`src/rtl/spring_array.sv`:
```
// Batched spring-force engine: one shared sqrt/mul/div datapath walks channels 0..NUM_SPRINGS-1.
// Latency NUM_SPRINGS*(2*P+K+6)+1 cycles to result_valid; input_ready low while busy, outputs never stall.
module spring_array #(
    parameter int NUM_SPRINGS   = 4,
    parameter int CONSTANT_SIZE = 3,
    parameter int POSITION_SIZE = 8,
    parameter int VELOCITY_SIZE = 7,
    parameter int FORCE_SIZE    = 8
) (
    input  logic                            clk_in,
    input  logic                            rst_in,
    input  logic                            input_valid,
    output logic                            input_ready,
    input  logic signed [CONSTANT_SIZE-1:0] k            [NUM_SPRINGS],
    input  logic signed [CONSTANT_SIZE-1:0] b            [NUM_SPRINGS],
    input  logic signed [POSITION_SIZE-1:0] x1           [NUM_SPRINGS],
    input  logic signed [POSITION_SIZE-1:0] y1           [NUM_SPRINGS],
    input  logic signed [POSITION_SIZE-1:0] x2           [NUM_SPRINGS],
    input  logic signed [POSITION_SIZE-1:0] y2           [NUM_SPRINGS],
    input  logic signed [VELOCITY_SIZE-1:0] vel1_x       [NUM_SPRINGS],
    input  logic signed [VELOCITY_SIZE-1:0] vel1_y       [NUM_SPRINGS],
    input  logic signed [VELOCITY_SIZE-1:0] vel2_x       [NUM_SPRINGS],
    input  logic signed [VELOCITY_SIZE-1:0] vel2_y       [NUM_SPRINGS],
    input  logic        [POSITION_SIZE-1:0] equilibrium  [NUM_SPRINGS],
    output logic signed [FORCE_SIZE-1:0]    force_x      [NUM_SPRINGS],
    output logic signed [FORCE_SIZE-1:0]    force_y      [NUM_SPRINGS],
    output logic                            result_valid
);
    localparam int P    = POSITION_SIZE;
    localparam int LW   = P + 1;
    localparam int RADW = 2 * LW;
    localparam int REMW = P + 2;
    localparam int STW  = P + 2;
    localparam int QW   = CONSTANT_SIZE + P + 2;
    localparam int NW   = CONSTANT_SIZE + 2 * P + 3;
    localparam int VDW  = VELOCITY_SIZE + 1;
    localparam int DMW  = CONSTANT_SIZE + VDW;
    localparam int TW   = ((NW > DMW) ? NW : DMW) + 2;
    localparam int CNTW = $clog2(QW + 1);
    localparam int CHW  = (NUM_SPRINGS > 1) ? $clog2(NUM_SPRINGS) : 1;
    localparam logic signed [TW-1:0] FMAX = TW'((2 ** (FORCE_SIZE - 1)) - 1);
    localparam logic signed [TW-1:0] FMIN = ~FMAX;

    typedef enum logic [2:0] {S_IDLE, S_LOAD, S_SQRT, S_MUL, S_DIV, S_STORE} state_t;

    state_t                      r_state;
    logic                        r_ready;
    logic                        r_vld;
    logic [CHW-1:0]              r_ch;
    logic [CNTW-1:0]             r_cnt;
    logic signed [CONSTANT_SIZE-1:0] r_k   [NUM_SPRINGS];
    logic signed [CONSTANT_SIZE-1:0] r_b   [NUM_SPRINGS];
    logic signed [P-1:0]         r_x1  [NUM_SPRINGS];
    logic signed [P-1:0]         r_y1  [NUM_SPRINGS];
    logic signed [P-1:0]         r_x2  [NUM_SPRINGS];
    logic signed [P-1:0]         r_y2  [NUM_SPRINGS];
    logic signed [VELOCITY_SIZE-1:0] r_v1x [NUM_SPRINGS];
    logic signed [VELOCITY_SIZE-1:0] r_v1y [NUM_SPRINGS];
    logic signed [VELOCITY_SIZE-1:0] r_v2x [NUM_SPRINGS];
    logic signed [VELOCITY_SIZE-1:0] r_v2y [NUM_SPRINGS];
    logic [P-1:0]                r_eq  [NUM_SPRINGS];
    logic signed [FORCE_SIZE-1:0] r_fx [NUM_SPRINGS];
    logic signed [FORCE_SIZE-1:0] r_fy [NUM_SPRINGS];

    logic signed [LW-1:0]        r_dx, r_dy;
    logic [RADW-1:0]             r_rad;
    logic [REMW-1:0]             r_rem;
    logic [LW-1:0]               r_root;
    logic signed [CONSTANT_SIZE-1:0] r_kc, r_bc;
    logic [P-1:0]                r_eqc;
    logic signed [VDW-1:0]       r_dvx, r_dvy;
    logic [NW-1:0]               r_nx, r_ny, r_div;
    logic                        r_negx, r_negy;
    logic [QW-1:0]               r_qx, r_qy;

    logic signed [LW-1:0]        w_dx, w_dy;
    logic [RADW-1:0]             w_rad;
    logic [REMW+1:0]             w_rem_sh, w_trial;
    logic                        w_ge_sq;
    logic signed [STW-1:0]       w_stretch;
    logic signed [NW-1:0]        w_num_x, w_num_y;
    logic                        w_gex, w_gey;
    logic signed [TW-1:0]        w_qxe, w_qye, w_sx, w_sy, w_totx, w_toty;

    function automatic logic signed [FORCE_SIZE-1:0] f_sat(input logic signed [TW-1:0] v);
        if (v > FMAX)      return FORCE_SIZE'(FMAX);
        else if (v < FMIN) return FORCE_SIZE'(FMIN);
        else               return FORCE_SIZE'(v);
    endfunction

    always_comb begin
        w_dx      = LW'(r_x2[r_ch]) - LW'(r_x1[r_ch]);
        w_dy      = LW'(r_y2[r_ch]) - LW'(r_y1[r_ch]);
        w_rad     = RADW'(w_dx) * RADW'(w_dx) + RADW'(w_dy) * RADW'(w_dy);
        // Restoring sqrt step: bring down two radicand bits, try root*4+1.
        w_rem_sh  = {r_rem, r_rad[RADW-1 -: 2]};
        w_trial   = (REMW + 2)'({r_root, 2'b01});
        w_ge_sq   = (w_rem_sh >= w_trial);
        w_stretch = $signed({1'b0, r_root}) - $signed(STW'(r_eqc));
        w_num_x   = NW'(r_kc) * NW'(w_stretch) * NW'(r_dx);
        w_num_y   = NW'(r_kc) * NW'(w_stretch) * NW'(r_dy);
        w_gex     = (r_nx >= r_div);
        w_gey     = (r_ny >= r_div);
        w_qxe     = TW'(r_qx);
        w_qye     = TW'(r_qy);
        // Divide on magnitudes then reapply sign: truncation toward zero.
        w_sx      = (r_root == '0) ? '0 : (r_negx ? -w_qxe : w_qxe);
        w_sy      = (r_root == '0) ? '0 : (r_negy ? -w_qye : w_qye);
        w_totx    = w_sx + TW'(r_bc) * TW'(r_dvx);
        w_toty    = w_sy + TW'(r_bc) * TW'(r_dvy);
    end

    always_ff @(posedge clk_in or posedge rst_in) begin
        if (rst_in) begin
            r_state <= S_IDLE;
            r_ready <= 1'b1;
            r_vld   <= 1'b0;
            r_ch    <= '0;
            r_cnt   <= '0;
            for (int i = 0; i < NUM_SPRINGS; i++) begin
                r_k[i]   <= '0; r_b[i]   <= '0;
                r_x1[i]  <= '0; r_y1[i]  <= '0; r_x2[i]  <= '0; r_y2[i]  <= '0;
                r_v1x[i] <= '0; r_v1y[i] <= '0; r_v2x[i] <= '0; r_v2y[i] <= '0;
                r_eq[i]  <= '0; r_fx[i]  <= '0; r_fy[i]  <= '0;
            end
            r_dx   <= '0; r_dy   <= '0; r_rad  <= '0; r_rem <= '0; r_root <= '0;
            r_kc   <= '0; r_bc   <= '0; r_eqc  <= '0; r_dvx <= '0; r_dvy  <= '0;
            r_nx   <= '0; r_ny   <= '0; r_div  <= '0; r_negx <= 1'b0; r_negy <= 1'b0;
            r_qx   <= '0; r_qy   <= '0;
        end else begin
            r_vld <= 1'b0;
            case (r_state)
                S_IDLE: begin
                    if (input_valid) begin
                        r_k   <= k;      r_b   <= b;
                        r_x1  <= x1;     r_y1  <= y1;     r_x2  <= x2;     r_y2  <= y2;
                        r_v1x <= vel1_x; r_v1y <= vel1_y; r_v2x <= vel2_x; r_v2y <= vel2_y;
                        r_eq  <= equilibrium;
                        r_ready <= 1'b0;
                        r_ch    <= '0;
                        r_state <= S_LOAD;
                    end
                end
                S_LOAD: begin
                    r_dx   <= w_dx;
                    r_dy   <= w_dy;
                    r_rad  <= w_rad;
                    r_rem  <= '0;
                    r_root <= '0;
                    r_cnt  <= '0;
                    r_kc   <= r_k[r_ch];
                    r_bc   <= r_b[r_ch];
                    r_eqc  <= r_eq[r_ch];
                    r_dvx  <= VDW'(r_v2x[r_ch]) - VDW'(r_v1x[r_ch]);
                    r_dvy  <= VDW'(r_v2y[r_ch]) - VDW'(r_v1y[r_ch]);
                    r_state <= S_SQRT;
                end
                S_SQRT: begin
                    r_rad <= r_rad << 2;
                    if (w_ge_sq) begin
                        r_rem  <= REMW'(w_rem_sh - w_trial);
                        r_root <= {r_root[LW-2:0], 1'b1};
                    end else begin
                        r_rem  <= REMW'(w_rem_sh);
                        r_root <= {r_root[LW-2:0], 1'b0};
                    end
                    if (r_cnt == CNTW'(P)) begin
                        r_cnt   <= '0;
                        r_state <= S_MUL;
                    end else begin
                        r_cnt <= r_cnt + CNTW'(1);
                    end
                end
                S_MUL: begin
                    r_negx  <= w_num_x[NW-1];
                    r_negy  <= w_num_y[NW-1];
                    r_nx    <= w_num_x[NW-1] ? $unsigned(-w_num_x) : $unsigned(w_num_x);
                    r_ny    <= w_num_y[NW-1] ? $unsigned(-w_num_y) : $unsigned(w_num_y);
                    // Quotient is bounded by |k*stretch| < 2^QW, so QW shifted-divisor steps suffice.
                    r_div   <= NW'(r_root) << (QW - 1);
                    r_qx    <= '0;
                    r_qy    <= '0;
                    r_state <= S_DIV;
                end
                S_DIV: begin
                    if (w_gex) r_nx <= r_nx - r_div;
                    if (w_gey) r_ny <= r_ny - r_div;
                    r_qx  <= {r_qx[QW-2:0], w_gex};
                    r_qy  <= {r_qy[QW-2:0], w_gey};
                    r_div <= r_div >> 1;
                    if (r_cnt == CNTW'(QW - 1)) begin
                        r_cnt   <= '0;
                        r_state <= S_STORE;
                    end else begin
                        r_cnt <= r_cnt + CNTW'(1);
                    end
                end
                S_STORE: begin
                    r_fx[r_ch] <= f_sat(w_totx);
                    r_fy[r_ch] <= f_sat(w_toty);
                    if (r_ch == CHW'(NUM_SPRINGS - 1)) begin
                        r_ch    <= '0;
                        r_ready <= 1'b1;
                        r_vld   <= 1'b1;
                        r_state <= S_IDLE;
                    end else begin
                        r_ch    <= r_ch + CHW'(1);
                        r_state <= S_LOAD;
                    end
                end
                default: r_state <= S_IDLE;
            endcase
        end
    end

    assign input_ready  = r_ready;
    assign result_valid = r_vld;
    assign force_x      = r_fx;
    assign force_y      = r_fy;
endmodule

```
`config.mk`:
```
export PLATFORM = sky130hd
export DESIGN_NAME = spring_array
export DESIGN_NICKNAME = d
export VERILOG_FILES = /design/src/rtl/spring_array.sv
export SDC_FILE = /design/constraint.sdc
export NUM_CORES = 2
export LEC_CHECK = 0
export CAP_MARGIN = 0
export CORE_MARGIN = 3
export CORE_UTILIZATION = 35
export DETAILED_ROUTE_END_ITERATION = 8
export GPL_ROUTABILITY_DRIVEN = 0
export GPL_TIMING_DRIVEN = 0
export PLACE_DENSITY = 0.61
export SETUP_SLACK_MARGIN = 0.5
export SYNTH_ARGS = -nofsm -noshare
export SYNTH_HDL_FRONTEND = slang
export SYNTH_SLANG_ARGS = --single-unit
export TNS_END_PERCENT = 1
```
`constraint.sdc`:
```
create_clock -name clk_in -period 25 [get_ports clk_in]
set_input_delay 7.5 -clock clk_in [delete_from_list [all_inputs] [get_ports clk_in]]
set_output_delay 7.5 -clock clk_in [all_outputs]
set_load 0.02 [all_outputs]
```
# Yosys cells after proc, flatten, opt, wreduce, memory -nomap -nowiden

Cells that the tools add are included.

$add $sub $neg: 17
$mul: 7
$lt $le $gt $ge: 9
Equal/unequal tests: 14
Multiplexer cells: 77
Bitwise gates (word level): 1
Reduce and logical (&&, ||, !) cells: 13

Operator list:

| operator                                                                         | number |
|---|---|
| 8-bit 2-to-1 mux                                                                 | 17 |
| 22-bit one-hot mux with 2 select lines                                           | 3 |
| 24-bit 2-to-1 mux                                                                | 4 |
| 22-bit 2-to-1 mux                                                                | 4 |
| 8-bit binary-select mux with 2-bit select                                        | 5 |
| 32-bit bitwise mux                                                               | 2 |
| 7-bit binary-select mux with 2-bit select                                        | 4 |
| 7-bit 2-to-1 mux                                                                 | 8 |
| 13-bit one-hot mux with 2 select lines                                           | 2 |
| 24-bit by 11-bit adder with 24-bit output                                        | 2 |
| 24-bit by 8-bit greater-than comparator with 1-bit output, second input constant | 2 |
| 24-bit by 8-bit < comparator with 1-bit output, second input constant            | 2 |
| 13-bit negator with 24-bit output                                                | 2 |
| 22-bit >= comparator                                                             | 2 |
| 13-bit by 9-bit multiplier with 22-bit output                                    | 2 |
| 22-bit negator                                                                   | 2 |
| 22-bit subtractor                                                                | 2 |
| 9-bit by 9-bit multiplier with 18-bit output                                     | 2 |
| 18-bit one-hot mux with 2 select lines                                           | 1 |
| 3-bit by 8-bit multiplier with 11-bit output                                     | 2 |
| 3-bit 2-to-1 mux                                                                 | 7 |
| 10-bit one-hot mux with 2 select lines                                           | 1 |
| 18-bit adder                                                                     | 1 |
| 3-bit one-hot mux with 6 select lines                                            | 1 |
| other kinds (34)                                                                 | 58 |

Flip-flop bits (word level): 550
Input bits: 299
Output and inout port bits: 66
Word-level logic and storage cells: 212

# Longest topological paths before layout

Depth after elaboration: 9
Mapped depth: 43
Depth with buffers taken out: 40

# Least setup slack after synthesis

OpenSTA, ideal clock, no wires.

Path kind: register to register
Start: reg r_ch[0]
End: reg r_rad[17]
Library setup time: 0.133 ns
Arrival time: 9.393 ns
Data required time: 24.867 ns
Setup slack: 15.474 ns
Cell stages (with the launch flop): 37
Path buffers: 3
Clock period less this slack: 9.526 ns
Cell sequence: dfrtp_1 clkbuf_1 buf_1 buf_1 mux4_2 ha_1 inv_1 fa_1 a21o_1 a21oi_1 o21bai_1 a21oi_1 o221ai_1 clkinv_1 nand2_1 fa_1 fa_1 inv_1 fa_1 inv_1 fa_1 fa_1 inv_1 fa_1 inv_1 fa_1 inv_1 ha_1 inv_1 o21bai_1 a21o_1 a21o_1 a21oi_1 o21ai_0 o41ai_1 xnor2_1 o21ai_0

Cells in the longest elaborated chain, start to end: 8
Elaborated cells on any way between the ends: 19
Those cells by class: add/sub (3); mul (2); mux (13); bitwise (1)

Ends and longest elaborated chain:

| item                                                  | RTL line | source |
|---|---|---|
| start, declared                                       | 49       | `logic [CHW-1:0] r_ch;` |
| start signal, assigned                                | 207      | `r_ch <= r_ch + CHW'(1);` |
| 2-bit NOT with 3-bit output (not written as such) (*) | 92       | `w_dx = LW'(r_x2[r_ch]) - LW'(r_x1[r_ch]);` |
| 8-bit binary-select mux with 2-bit select             | 92       |  |
| 8-bit 2-to-1 mux (not written as such) (2 in a row)   | 92       |  |
| 8-bit by 8-bit subtractor with 9-bit output (*)       | 92       |  |
| via w_dx[8]                                           | 76       | `logic signed [LW-1:0] w_dx, w_dy;` |
| 9-bit by 9-bit multiplier with 18-bit output (*)      | 94       | `w_rad = RADW'(w_dx) * RADW'(w_dx) + RADW'(w_dy) * RADW'(w_dy);` |
| 18-bit adder (*)                                      | 94       |  |
| 18-bit one-hot mux with 2 select lines (*)            | 132      | `case (r_state)` |
| end signal, assigned                                  | 147      | `r_rad <= w_rad;` |
| end signal, assigned                                  | 159      | `r_rad <= r_rad << 2;` |
| end, declared                                         | 66       | `logic [RADW-1:0] r_rad;` |

Mark *: on every way through the listed nets, which the timed path passes. The rest lies on a longest branch. The select of a mux whose other input is x is not followed.
A chain may end at the register's enable or synchronous reset.

# Worst setup path in the final report

Ends and elaborated chain as after synthesis.

==> flow_summary.toml <==
[finish]
syn_to_final_growth_pct = 17.5
drive_gt1_frac = 0.102
nets = 6109

[logic_synthesis]
netlist_area_um2 = 47100
synth.distinct_cells = 82
synthTopCellsByArea = "dfrtp_1, fa_1, ha_1, mux2_2, inv_1"
ys.flop_type = "dfrtp_1"
syn_area_per_cell_um2 = 10.3
synth_edf_count = 0
synthCells = 4588
async_flop_share = 1.00
synth_top_area_cell = "dfrtp_1"
synth_nets = 5672
yosysTopAreaCellShare = 0.291
yosysWarnings = 0
synth-seq-area-share = 0.292
synth-seq-cells = 549

[sta]
max_freq_mhz = 84.2
slew_headroom = 0.0809
min_period_over_period = 0.475
finalWorstSetupSlack_ns = 13.13
fin_skew_ns = 0.0424
worst_pin_slew_ns = 1.38
rsz0062_at_grt = "no"
final_max_slew_viol_count = 0
hold_viol_final = 0
layout_min_cycle_time_ns = 11.87
setup_viol = 0
finalSetupTns_ns = 0

[critical_path]
critPathArrivalTime_ns = 12.36
worstSetupPathType = "flop to flop"
path_max_fanout = 10
start_kind = "flop"
critical_path_required_ns = 25.49
end_kind = "flop"
cpMostUsedCell = "fa_1"
cp_slowest_stage_delay_ns = 1.01
cp_slowest_cell = "buf_1"

[global_route]
grtUsageTotal = 0.199
grt_max_degree = 124
grt_pass1_vias = 37100
grt_pass1_wl_um = 218000
overflow = 0
antenna_found_initial = 21

[clock_network]
clock_sinks = 549
postCtsSetupBuffers = 0
cts.htree.levels = 3
ctsHoldBuffers = 0
cts_tree = "yes"
numCtsBuffers = 66
clk_pin_slew_ns = 0.06
clockBufferDepth = 3
ctsResizeCount = 0
root_buffer = "clkbuf_16"
clock_latency_ns = 0.65

[routing]
viasPerCell = 5.18
dr.first_iter.drc_count = 2169
firstDrtPassIters = 8
routedWlPerCell_um = 20.3
vias = 35500
ant_nets = 0
drt_wl_total_um = 139000
drc = 0

[die]
initial_utilization = 0.355
dieArea_um2 = 139000
rows = 133
io_pins = 365
die_w_um = 373
fp.dieH_um = 373
core_area_um2 = 132000

[run_status]
status = "finished, final reports clean"

[placed_design]
hpwl_um = 113000
port_buffers = 364
dp_slack_ns = 13.00

[job]
drv_cap = 0

[min_path]
holdCritPathClass = "flop to flop"
## final cells by class
cell class	instances	area, um^2
fill	12900	77200
inverter	533	2010
buffer	183	714
tap	1755	2200
clock buffer	94	1920
timing repair buffer	369	3780
antenna	8	20.0
multi-input combinational	3323	30600
sequential	549	13700
clock inverter	26	294
## cell usage in the layout, fill, tap and decap left out, types with 14 or more instances in the layout
master	synthesis	routed
fa_1	412	412
o22ai_1	32	32
o211ai_1	14	14
xor2_1	93	93
a22oi_1	17	17
clkbuf_1	167	179
mux4_2	74	74
xnor2_1	128	128
a22o_1	27	27
nor4_1	16	16
nor2b_1	40	40
nor3_1	57	57
o21bai_1	23	23
clkbuf_8	0	14
a211oi_1	32	32
nand4_1	19	19
dfrtp_1	548	548
a31oi_1	33	33
and2_1	127	127
clkbuf_16	0	67
or3_1	23	23
inv_1	528	527
o31ai_1	23	23
nor2_1	212	212
and3_1	20	20
a21oi_1	156	156
o21a_1	36	36
nand2_1	415	415
a21o_1	65	65
mux2_2	298	298
nand2b_1	75	75
ha_1	373	373
nand3_1	46	46
clkdlybuf4s50_1	0	364
o21ai_0	265	265
mux2i_1	28	28
## final timing paths
path / from / endpoint / slack (ns) / cells after the start
max: r_ch[0] / r_rad[17] / 13.13 / 36
min: force_x[11] / force_x[11] / 0.48 / 2
max reg2reg: r_ch[0] / r_rad[17] / 13.13 / 36
min reg2reg: force_x[11] / force_x[11] / 0.48 / 2
max in group asynchronous: rst_in / force_y[12] / 15.96 / 5
min in group asynchronous: rst_in / r_v1y[5] / 7.23 / 2
## registers in the layout, summed over array words and instances, names as in the netlist, 32 cells and up
name,count
force_x,32
force_y,32
r_eq,32
r_x1,32
r_x2,32
r_y1,32
r_y2,32
## cell families after synthesis
kind of cell / Yosys count / synth area share
buffers and inverters: 716 / 0.0577
flip-flops: 549 / 0.292
XOR/XNOR: 222 / 0.0415
adder cells (fa/ha/maj): 785 / 0.274
AND/OR/NAND/NOR: 1102 / 0.112
multiplexers: 400 / 0.113
AO/OA/AOI/OAI: 814 / 0.109
## critical path, delay by kind of cell (launching register included)
family,cells,cell delay [ns]
buffers and inverters,11,3.01
AOI/OAI and AO/OA,11,2.03
muxes,1,0.43
xor gates and xnor gates,2,0.93
DFF,1,0.48
adders and majority gates,10,4.54
and+or+nand+nor,1,0.25
## metrics by stage
stage / utilization / area, um^2 / std cells / hold WS, ns
after detailed placement: 0.400 / 53000 / 6712 / 0.469
after floorplan: - / 47100 / 4588 / 0.446
after global placement: 0.399 / 52900 / 6707 / 0.462
after CTS: 0.417 / 55300 / 6832 / 0.483
after global routing: 0.417 / 55300 / 6834 / 0.503
final: 0.417 / 55300 / 6840 / 0.477
## cells in the mapped netlist (all sizes together), types with 17 or more instances
cell type,number
nor2,212
o21a,36
clkbuf,167
a21oi,156
a31oi,33
nand2b,75
a21o,65
o21bai,23
a22o,27
ha,373
or3,23
and2,127
mux4,74
nand3,46
nor2b,40
o31ai,23
nor3,57
mux2,298
xnor2,128
inv,528
a211oi,33
o22ai,32
fa,412
xor2,94
mux2i,28
nand2,415
and3,20
nand4,19
dfrtp,548
a22oi,17
o21ai,269
## metal layers
metal,up-vias,track usage,part of all wire
met5,-,0,0.00072
met4,14,0.0770,0.038
met3,242,0.0372,0.057
met2,873,0.334,0.48
met1,17800,0.254,0.43
li1,16500,-,-
Power is left out: the tool's default activity adds up to more than one toggle a clock period on the data nets, which glitch-free logic cannot reach.
